==> src/rtl/timer_pkg.sv <==
// Shared types and constants for the BCD state timer: digit type, digit limits
// and the display FSM state codes.
package timer_pkg;

  localparam int unsigned BCD_W = 4;

  typedef logic [BCD_W-1:0] bcd_digit_t;

  localparam bcd_digit_t DIGIT_MAX = 4'd9;
  localparam bcd_digit_t SEC1_MAX  = 4'd5;

  typedef enum logic [2:0] {
    ST_CLOCK     = 3'd0,
    ST_TIMER     = 3'd1,
    ST_STOPWATCH = 3'd2,
    ST_ALARM     = 3'd3,
    ST_SET       = 3'd4
  } disp_state_e;

  function automatic bcd_digit_t bcd_sat(input bcd_digit_t d, input bcd_digit_t max);
    return (d > max) ? max : d;
  endfunction

  function automatic logic secs_le(input bcd_digit_t s1, input bcd_digit_t s0,
                                   input int unsigned lim);
    return (32'(s1) * 32'd10 + 32'(s0)) <= lim;
  endfunction

endpackage

==> src/rtl/state_timer_bcd_if.sv <==
// Control/status bundle between the display FSM and state_timer_bcd.
// The warn status line exists only when TIMER_WARN_EN is defined.
interface state_timer_bcd_if #(
  parameter int unsigned MIN_DIGITS = 2,
  parameter int unsigned STATE_W    = 3
);
  localparam int unsigned N = MIN_DIGITS + 2;

  logic               tick;
  logic               pauseToggle;
  logic               load;
  logic               countUp;
  logic [4*N-1:0]     initialValue;
  logic [STATE_W-1:0] currentState;
  logic [4*N-1:0]     digitsOut;
  logic               running;
  logic               finished;
`ifdef TIMER_WARN_EN
  logic               warn;

  modport master (
    output tick, pauseToggle, load, countUp, initialValue, currentState,
    input  digitsOut, running, finished, warn
  );
  modport slave (
    input  tick, pauseToggle, load, countUp, initialValue, currentState,
    output digitsOut, running, finished, warn
  );
`else
  modport master (
    output tick, pauseToggle, load, countUp, initialValue, currentState,
    input  digitsOut, running, finished
  );
  modport slave (
    input  tick, pauseToggle, load, countUp, initialValue, currentState,
    output digitsOut, running, finished
  );
`endif

endinterface

==> src/rtl/bcd_digit_counter.sv <==
// One BCD digit with saturating load and wrap at MAX; co flags a wrap
// (carry when counting up, borrow when counting down) on an enabled cycle.
module bcd_digit_counter
  import timer_pkg::*;
#(
  parameter bcd_digit_t MAX = DIGIT_MAX
) (
  input  logic       clk,
  input  logic       reset,
  input  logic       en,
  input  logic       up,
  input  logic       load,
  input  bcd_digit_t loadVal,
  output bcd_digit_t value,
  output logic       co,
  output logic       isMax,
  output logic       isZero
);

  assign isMax  = (value == MAX);
  assign isZero = (value == '0);
  assign co     = en && (up ? isMax : isZero);

  always_ff @(posedge clk) begin
    if (reset) begin
      value <= '0;
    end else if (load) begin
      value <= bcd_sat(loadVal, MAX);
    end else if (en) begin
      if (up) value <= isMax  ? '0  : value + 4'd1;
      else    value <= isZero ? MAX : value - 4'd1;
    end
  end

endmodule

==> src/rtl/state_timer_bcd.sv <==
// mm..m:ss BCD countdown/count-up timer, active only in FSM state STATE_ID.
// Optional warn output (last ten seconds of a countdown) via TIMER_WARN_EN.
module state_timer_bcd
  import timer_pkg::*;
#(
  parameter int unsigned STATE_ID   = 0,
  parameter int unsigned MIN_DIGITS = 2,
  parameter int unsigned STATE_W    = 3
) (
  input logic              slowclk,
  input logic              reset,
  state_timer_bcd_if.slave bus
);

  localparam int unsigned N = MIN_DIGITS + 2;

  logic       active, loadq, qualified, step;
  logic       upper_max, upper_zero, terminal, next_term;
  logic       paused, paused_d, prevPause;
  logic       finished_q, finished_d, running_q;
  logic [N-1:0] en, co, is_max, is_zero;
  bcd_digit_t val [N];

  assign active    = (bus.currentState == STATE_W'(STATE_ID));
  assign loadq     = active && bus.load;
  assign qualified = active && bus.tick && !paused && !finished_q;

  assign upper_max  = &is_max[N-1:1];
  assign upper_zero = &is_zero[N-1:1];
  assign terminal   = bus.countUp ? (is_max[0] && upper_max) : (is_zero[0] && upper_zero);
  // One step short of terminal, so finished rises on the same edge as the value.
  assign next_term  = bus.countUp ? ((val[0] == DIGIT_MAX - 4'd1) && upper_max)
                                  : ((val[0] == 4'd1) && upper_zero);

  assign step = qualified && !terminal && !loadq;
  assign en   = {co[N-2:0], step};

  for (genvar i = 0; i < N; i++) begin : g_dig
    localparam bcd_digit_t DMAX = (i == 1) ? SEC1_MAX : DIGIT_MAX;

    bcd_digit_counter #(.MAX(DMAX)) u_dig (
      .clk     (slowclk),
      .reset   (reset),
      .en      (en[i]),
      .up      (bus.countUp),
      .load    (loadq),
      .loadVal (bus.initialValue[BCD_W*i +: BCD_W]),
      .value   (val[i]),
      .co      (co[i]),
      .isMax   (is_max[i]),
      .isZero  (is_zero[i])
    );

    assign bus.digitsOut[BCD_W*i +: BCD_W] = val[i];
  end

  always_comb begin
    paused_d = paused;
    if (active && bus.pauseToggle && !prevPause) paused_d = !paused;

    finished_d = finished_q;
    if (loadq)
      finished_d = 1'b0;
    else if ((qualified && (terminal || next_term)) || co[N-1])
      finished_d = 1'b1;
  end

`ifdef TIMER_WARN_EN
  logic warn_q, warn_d, near_end, mins_zero;

  assign mins_zero = &is_zero[N-1:2];

  // Evaluated on the post-edge value so warn lines up with digitsOut.
  always_comb begin
    if (loadq)
      near_end = (bus.initialValue[BCD_W*N-1:2*BCD_W] == '0) &&
                 secs_le(bcd_sat(bus.initialValue[7:4], SEC1_MAX),
                         bcd_sat(bus.initialValue[3:0], DIGIT_MAX), 10);
    else if (step)
      near_end = mins_zero && secs_le(val[1], val[0], 11);
    else
      near_end = mins_zero && secs_le(val[1], val[0], 10);
    warn_d = !bus.countUp && !finished_d && near_end;
  end

  assign bus.warn = warn_q;
`endif

  always_ff @(posedge slowclk) begin
    if (reset) begin
      paused     <= 1'b0;
      prevPause  <= 1'b0;
      finished_q <= 1'b0;
      running_q  <= 1'b0;
`ifdef TIMER_WARN_EN
      warn_q     <= 1'b0;
`endif
    end else begin
      paused     <= paused_d;
      prevPause  <= bus.pauseToggle;
      finished_q <= finished_d;
      running_q  <= active && !paused_d && !finished_d;
`ifdef TIMER_WARN_EN
      warn_q     <= warn_d;
`endif
    end
  end

  assign bus.running  = running_q;
  assign bus.finished = finished_q;

endmodule
==> src/flat_wrapper.sv <==
// flat-port wrapper written by rule: the top's interface ports become plain ports
module state_timer_bcd_flat import timer_pkg::*;
#(
  parameter int unsigned STATE_ID   = 0,
  parameter int unsigned MIN_DIGITS = 2,
  parameter int unsigned STATE_W    = 3
)
  (slowclk, reset, bus_tick, bus_pauseToggle, bus_load, bus_countUp, bus_initialValue, bus_currentState, bus_digitsOut, bus_running, bus_finished);
  state_timer_bcd_if #(.MIN_DIGITS(MIN_DIGITS), .STATE_W(STATE_W)) bus_i ();
  input logic slowclk;
  input logic reset;
  input wire logic [$bits(bus_i.tick)-1:0] bus_tick;
  input wire logic [$bits(bus_i.pauseToggle)-1:0] bus_pauseToggle;
  input wire logic [$bits(bus_i.load)-1:0] bus_load;
  input wire logic [$bits(bus_i.countUp)-1:0] bus_countUp;
  input wire logic [$bits(bus_i.initialValue)-1:0] bus_initialValue;
  input wire logic [$bits(bus_i.currentState)-1:0] bus_currentState;
  output wire logic [$bits(bus_i.digitsOut)-1:0] bus_digitsOut;
  output wire logic [$bits(bus_i.running)-1:0] bus_running;
  output wire logic [$bits(bus_i.finished)-1:0] bus_finished;
  assign bus_i.tick = bus_tick;
  assign bus_i.pauseToggle = bus_pauseToggle;
  assign bus_i.load = bus_load;
  assign bus_i.countUp = bus_countUp;
  assign bus_i.initialValue = bus_initialValue;
  assign bus_i.currentState = bus_currentState;
  assign bus_digitsOut = bus_i.digitsOut;
  assign bus_running = bus_i.running;
  assign bus_finished = bus_i.finished;
  state_timer_bcd #(.STATE_ID(STATE_ID), .MIN_DIGITS(MIN_DIGITS), .STATE_W(STATE_W)) u_core (.slowclk(slowclk), .reset(reset), .bus(bus_i));
endmodule
==> config.mk <==
export PLATFORM = sky130hd
export DESIGN_NAME = state_timer_bcd_flat
export DESIGN_NICKNAME = d
export VERILOG_FILES = /design/src/rtl/timer_pkg.sv /design/src/rtl/state_timer_bcd_if.sv /design/src/rtl/bcd_digit_counter.sv /design/src/rtl/state_timer_bcd.sv /design/src/flat_wrapper.sv
export SDC_FILE = /design/constraint.sdc
export NUM_CORES = 1
export LEC_CHECK = 0
export BUFFER_PORTS_ARGS = -buffer_cell sky130_fd_sc_hd__buf_2
export CORE_MARGIN = 3
export CORE_UTILIZATION = 55
export CTS_BUF_LIST = sky130_fd_sc_hd__clkbuf_2
export CTS_CLUSTER_DIAMETER = 60
export DETAILED_ROUTE_END_ITERATION = 7
export PLACE_DENSITY = 0.87
export SKIP_CTS_REPAIR_TIMING = 1
export SYNTH_ARGS = -nofsm -noshare
export SYNTH_HDL_FRONTEND = slang
export SYNTH_SLANG_ARGS = --single-unit
==> constraint.sdc <==
create_clock -name slowclk -period 6.8 [get_ports slowclk]
set_clock_uncertainty 0.2 [all_clocks]
set_input_delay 1.02 -clock slowclk [delete_from_list [all_inputs] [get_ports slowclk]]
set_output_delay 1.02 -clock slowclk [all_outputs]
set_load 0.02 [all_outputs]
==> metrics.txt, run 1 <==
Netlist cell types 52; clock buffer depth 2; initial antenna violation count 0; R2R depth 5; Worst-Skew Late Latency 320 ps; critical path type input port to register; FMAX 300.5 MHz; CORE AREA 0.002877 mm^2; Fin Setup TNS 0 ps; Routed WL 4.489 mm; Root Buffer clkbuf_2; Starting Density 60.33%; Initial DRC Count 189; Syn Inst Count 242; post-synthesis compound-gate area fraction 31.15%; sw frac 34.32%; Max IR drop VDD 0.00007747 V; vias in the first global route 1584; Pleak 0.7318 nW; Syn Area/Cell 7.171 um^2; fin crit period 3327 ps; Clock Power Share 20.5%; mapped cell area 0.001735 mm^2; mux contribution to synthesized area 0.5768%; H-Tree Depth 1; dominant synthesized flop cell dfxtp_1; internal power 0.0001592 W; area grow syn2layout 11.03%; Synth async-reset ratio 0%; Syn Nets 267; placement row count 19; Reg power frac 53.6%; Post-synth EDFFs 0; layout cells sized above 1 20.00%; adder-cell share of the synthesized area 0%; grt ovf 0; HP Class register to register; critical-path cell list buf_2, or3_4, a2111oi_4, o211ai_1, or4_1, a311oi_1; ANT cells 0; WL met1 2.023 mm; Post-route DRC 0; first-pass GRT wire length 7.286 mm; critical path's top delay family simple AND/OR/NAND/NOR gates; WP depth 6; CTS Sinks 20; Synth top area share 23.07%; DR WL/cell 14.62 um; final setup fails 0; Die W 62.17 um; startpoint type of the worst setup path input port; RSZ-0062 raised after global routing no; Critical-path top delay cell or4_1; Top Metal Used met4; Synth area leader dfxtp_1; CTS tree yes; met2 WL post-DR 2.071 mm; FF+latch count, synth 20; synth cell count leaders 20 x dfxtp_1, 19 x nor2_1, 18 x clkbuf_1; Crit. End Element register; Worst Tran Pin Value 827.4 ps; TritonRoute pass-1 iters 4; largest cells by area after synthesis dfxtp_1 23%, a21oi_1 4.9%, nor2_1 4.1%; Ys Warns 0; P_sw 0.00008317 W; die height 62.17 um; largest stage delay on the critical path 620 ps; part of the power in combinational logic 25.9%; largest net degree at the start of global routing 35; Seq/Total Area, Yosys 23.07%; XOR/XNOR Fraction of Synth Area 4.037%; total track usage 22.20%; Req. time, crit path 6850 ps; cts bufs inserted 3; Slew headroom 44.60%; Crit path arrival time 3380 ps; met3 WL 360 um; total of max-cap violations 0; top-count cell post-synth dfxtp_1; Worst Path Max Fanout 34; NumNets Final 292; Tcrit/Tclk final 48.93%; RePlAce Congestion 0.9310; vias per cell 6.388; DP HPWL 3.256 mm; PortBufs 42; io pins 43; post-synthesis simple-gate area fraction 34.68%; max-slew violations 0; via count 1961; clock-pin slew on the worst setup and hold paths 200 ps; die footprint 0.003865 mm^2; largest family of logic cells by synthesized area simple AND/OR/NAND/NOR gates; outcome completed; worst hold path stage count 2; final hold slack 396.5 ps; final hold violations 0; Power Dens Cells 125.8 mW/mm^2; Bufs and invs on worst path 1; antenna-violating nets left 0
[flip-flops by register name, summed over array words and instances, names as in the netlist]
signal,count
u_core.bus.running,1
u_core.g_dig.u_dig.value,16
u_core.paused,1
u_core.bus.finished,1
u_core.prevPause,1
[power groups by stage]
stage,registers [W],clock network [W],logic (W)
2_1_floorplan,0.000130,0,0.0000453
3_3_place_gp,0.000132,0,0.0000609
3_5_place_dp,0.000132,0,0.0000619
4_1_cts,0.000130,0.0000507,0.0000621
5_1_grt,0.000131,0.0000535,0.0000695
6_report,0.000130,0.0000496,0.0000629
[metrics by stage]
stage	power [W]	std cells	setup slack, ps	util (%)	area (um^2)
floorplan	0.0001748	242	3794	-	1735
global placement	0.0001926	304	3222	66.46	1912
detailed placement	0.0001938	304	3155	66.46	1912
CTS	0.0002423	307	3505	66.99	1927
global route	0.0002541	307	3237	66.99	1927
finish	0.0002423	307	3473	66.99	1927
[cells in the final DEF, fill, tap and decap left out, types with 3 or more instances in the layout]
cell and instances:
a21oi_1 17, nand3_1 12, nor3_1 13, and3_1 5, nor2_1 19, a32oi_1 3, o211ai_1 3, o21a_1 5
a211oi_1 5, nor2b_1 4, nand4_1 8, nand2_1 14, o31ai_1 3, and2_1 3, or2_2 3, clkbuf_2 3
or3_1 4, buf_2 42, o21ai_0 13, inv_1 7, a31oi_1 5, a311oi_1 5, and4_1 3, nor4_1 7
dfxtp_1 20, xnor2_1 6
[final timing paths]
| check | start | to | slack (ps) |
|---|---|---|---|
| setup reg to reg | u_core.g_dig[0].u_dig.value[0] | u_core.g_dig[3].u_dig.value[1] | 3900 |
| setup / recovery | bus_countUp | u_core.g_dig[3].u_dig.value[1] | 3470 |
| hold / removal | u_core.bus.finished | u_core.bus.finished | 400 |
| hold reg to reg | u_core.bus.finished | u_core.bus.finished | 400 |
[logic make-up (layout without fill, tap and decap cells)]
| group | Yosys count | in the layout |
|---|---|---|
| AOI/OAI and AO/OA | 76 | 76 |
| xor gates and xnor gates | 8 | 8 |
| buffers and inverters | 29 | 52 |
| DFF | 20 | 20 |
| muxes | 1 | 1 |
| and+or+nand+nor | 108 | 108 |
[layout make-up]
type	instances	area [um^2]
multi-input combinational	193	1222
fill	279	949.7
sequential	20	400.4
timing repair buffer	42	210.2
tap	42	52.55
inverter	7	26.28
clock buffer	3	15.01
[layer usage]
layer / vias to the layer above / track usage (%)
li1: 980 / -
met1: 888 / 31.31
met2: 88 / 36.16
met3: 5 / 2.523
met4: 0 / 5.249
met5: - / 0
[worst min-delay path: cells and delay by family, from the launching register on]
family / cells / cell delay [ps]
AOI/OAI and AO/OA: 1 / 80
DFF: 1 / 410
and+or+nand+nor: 1 / 90
No activity file was read; power rests on OpenSTA's default activity.
==> run 2, diff against run 1 <==
==> constraint.sdc (replaced) <==
create_clock -name slowclk -period 3.42 [get_ports slowclk]
set_clock_uncertainty 0.2 [all_clocks]
set_input_delay 0.513 -clock slowclk [delete_from_list [all_inputs] [get_ports slowclk]]
set_output_delay 0.513 -clock slowclk [all_outputs]
set_load 0.02 [all_outputs]
==> metrics.txt, run 2 (synthesized netlist as in run 1, its figures left out) <==
FMAX 353.5 MHz; pre-CTS setup slack 410.4 ps (-2745 ps); Largest register FFs 16 (unchanged); total of max-cap violations 0 (unchanged); startpoint type of the worst setup path register; Crit path arrival time 2870 ps (-510 ps); WP depth 5 (-1); ANT cells 0 (unchanged); Biggest register u_core.g_dig.u_dig.value; grt ovf 0 (unchanged); Fin Setup TNS 0 ps (unchanged); Worst Path Max Fanout 17 (-50%); Max IR drop VDD 0.0001812 V (+130%); placed cell area 0.001927 mm^2 (+0.79%); max-slew violations 0 (unchanged); total track usage 23.11% (+0.92 points); Bufs and invs on worst path 0 (-1); die height 62.17 um (unchanged); final hold violations 0 (unchanged); initial antenna violation count 0 (unchanged); critical path's top delay family simple AND/OR/NAND/NOR gates; io pins 43 (unchanged); Worst Tran Pin Value 802.3 ps (-25.11 ps); largest net degree at the start of global routing 21 (-40%); Crit. End Element register; Tcrit/Tclk final 82.71%; final setup fails 0 (unchanged); Pleak 0.7408 nW (+1.2%); fin crit period 2829 ps; Slew headroom 46.02% (+1.4 points); worst hold path stage count 2 (unchanged); clock-pin slew on the worst setup and hold paths 190 ps (about the same); critical path type register to register; commonest non-fill, non-tap cells in the layout 42 x buf_2, 20 x dfxtp_1, 19 x nor2_1; Root Buffer clkbuf_2; internal power 0.0003175 W (+100%); outcome completed; Clock Power Share 19.6% (-0.9 points); CTS tree yes; vias in the first global route 1737 (+9.7%); Critical-path top delay cell or4_1; fin area 0.001942 mm^2 (+0.78%); HP Class input port to register; clock buffer depth 2 (unchanged); sw frac 33.67% (-0.65 points); part of the power in combinational logic 26.5% (+0.6 points); DR WL/cell 14.31 um (-2.1%); vias per cell 6.262 (-2.0%); Starting Density 60.33% (unchanged); Routed WL 4.422 mm (-1.5%); P_sw 0.0001612 W (+94%); RSZ-0062 raised after global routing no; Reg power frac 53.9% (+0.3 points); CTS Sinks 20 (unchanged); H-Tree Depth 1 (unchanged); Power Dens Cells 246.5 mW/mm^2 (+96%); PortBufs 42 (unchanged); Req. time, crit path 3460 ps (-3390 ps); largest stage delay on the critical path 610 ps (about the same); area grow syn2layout 11.90%; cts bufs inserted 3 (unchanged); die footprint 0.003865 mm^2 (unchanged); R2R depth 5 (unchanged); via count 1935 (-1.3%); most common cell after layout, fill and taps aside buf_2; Post-route DRC 0 (unchanged); RePlAce Congestion 0.9409 (+1.1%); TritonRoute pass-1 iters 4 (unchanged); antenna-violating nets left 0 (unchanged); Worst-Skew Late Latency 310 ps (about the same); placement row count 19 (unchanged); layout cells sized above 1 20.60% (+0.60 points); first-pass GRT wire length 7.714 mm (+5.9%); NumNets Final 294 (+0.68%); CORE AREA 0.002877 mm^2 (unchanged); Initial DRC Count 195 (+3.2%); Setup WS post-layout 591.4 ps (-2881 ps); DP HPWL 3.312 mm (+1.7%); Die W 62.17 um (unchanged); critical-path cell list or3_4, a2111oi_4, o211ai_1, or4_1, a311oi_1
==> run 2: cell count changes in the layout (fill, tap and decap cells not counted), sizes merged <==
cell	delta
buf	+2
==> run 2: area by class of cell <==
cell class,instances,area [um^2]
clock buffers,3,15.01
fillers,263,934.6
inverters,7,26.28
multi-input cells,193,1222
flip-flops and latches,20,400.4
well taps,42,52.55
repair buffers,44,225.2
==> run 2: power by group through the flow <==
| stage | sequential [W] | clock [W] | combinational (W) |
|---|---|---|---|
| after floorplan | 0.000258 | 0 | 0.0000900 |
| after global placement | 0.000262 | 0 | 0.000123 |
| after detailed placement | 0.000263 | 0 | 0.000125 |
| after CTS | 0.000258 | 0.0000993 | 0.000125 |
| after global routing | 0.000261 | 0.000112 | 0.000142 |
| final | 0.000258 | 0.0000939 | 0.000127 |
==> run 2: stage by stage <==
step / hold WS, ps / instances / util [%] / power (W)
final: 202.9 / 309 / 67.51 / 0.0004787
after global routing: 175.2 / 309 / 67.51 / 0.0005141
after CTS: 181.6 / 309 / 67.51 / 0.0004824
after detailed placement: 354.0 / 306 / 66.99 / 0.0003873
after global placement: 340.4 / 306 / 66.99 / 0.0003848
after floorplan: 343.0 / 242 / - / 0.0003476
==> run 2: path summary, 6_finish.rpt <==
check	slack, ps	startpoint	end
hold / removal	200	bus_initialValue[9]	u_core.g_dig[2].u_dig.value[1]
setup reg to reg	590	u_core.g_dig[0].u_dig.value[0]	u_core.g_dig[3].u_dig.value[1]
setup / recovery	590	u_core.g_dig[0].u_dig.value[0]	u_core.g_dig[3].u_dig.value[1]
hold reg to reg	400	u_core.bus.finished	u_core.bus.finished
==> run 2: layer usage <==
layer	share of wire, %	global-route usage [%]
met5	0	0
met2	45	36.02
met3	7.3	2.703
met1	48	33.33
met4	0.32	6.906
==> run 2: worst reg2reg max path, stage by stage, from the launching register on <==
cell and delay (ps):
dfxtp_1 510, or3_4 470, a2111oi_4 370, o211ai_1 370, or4_1 610, a311oi_1 250
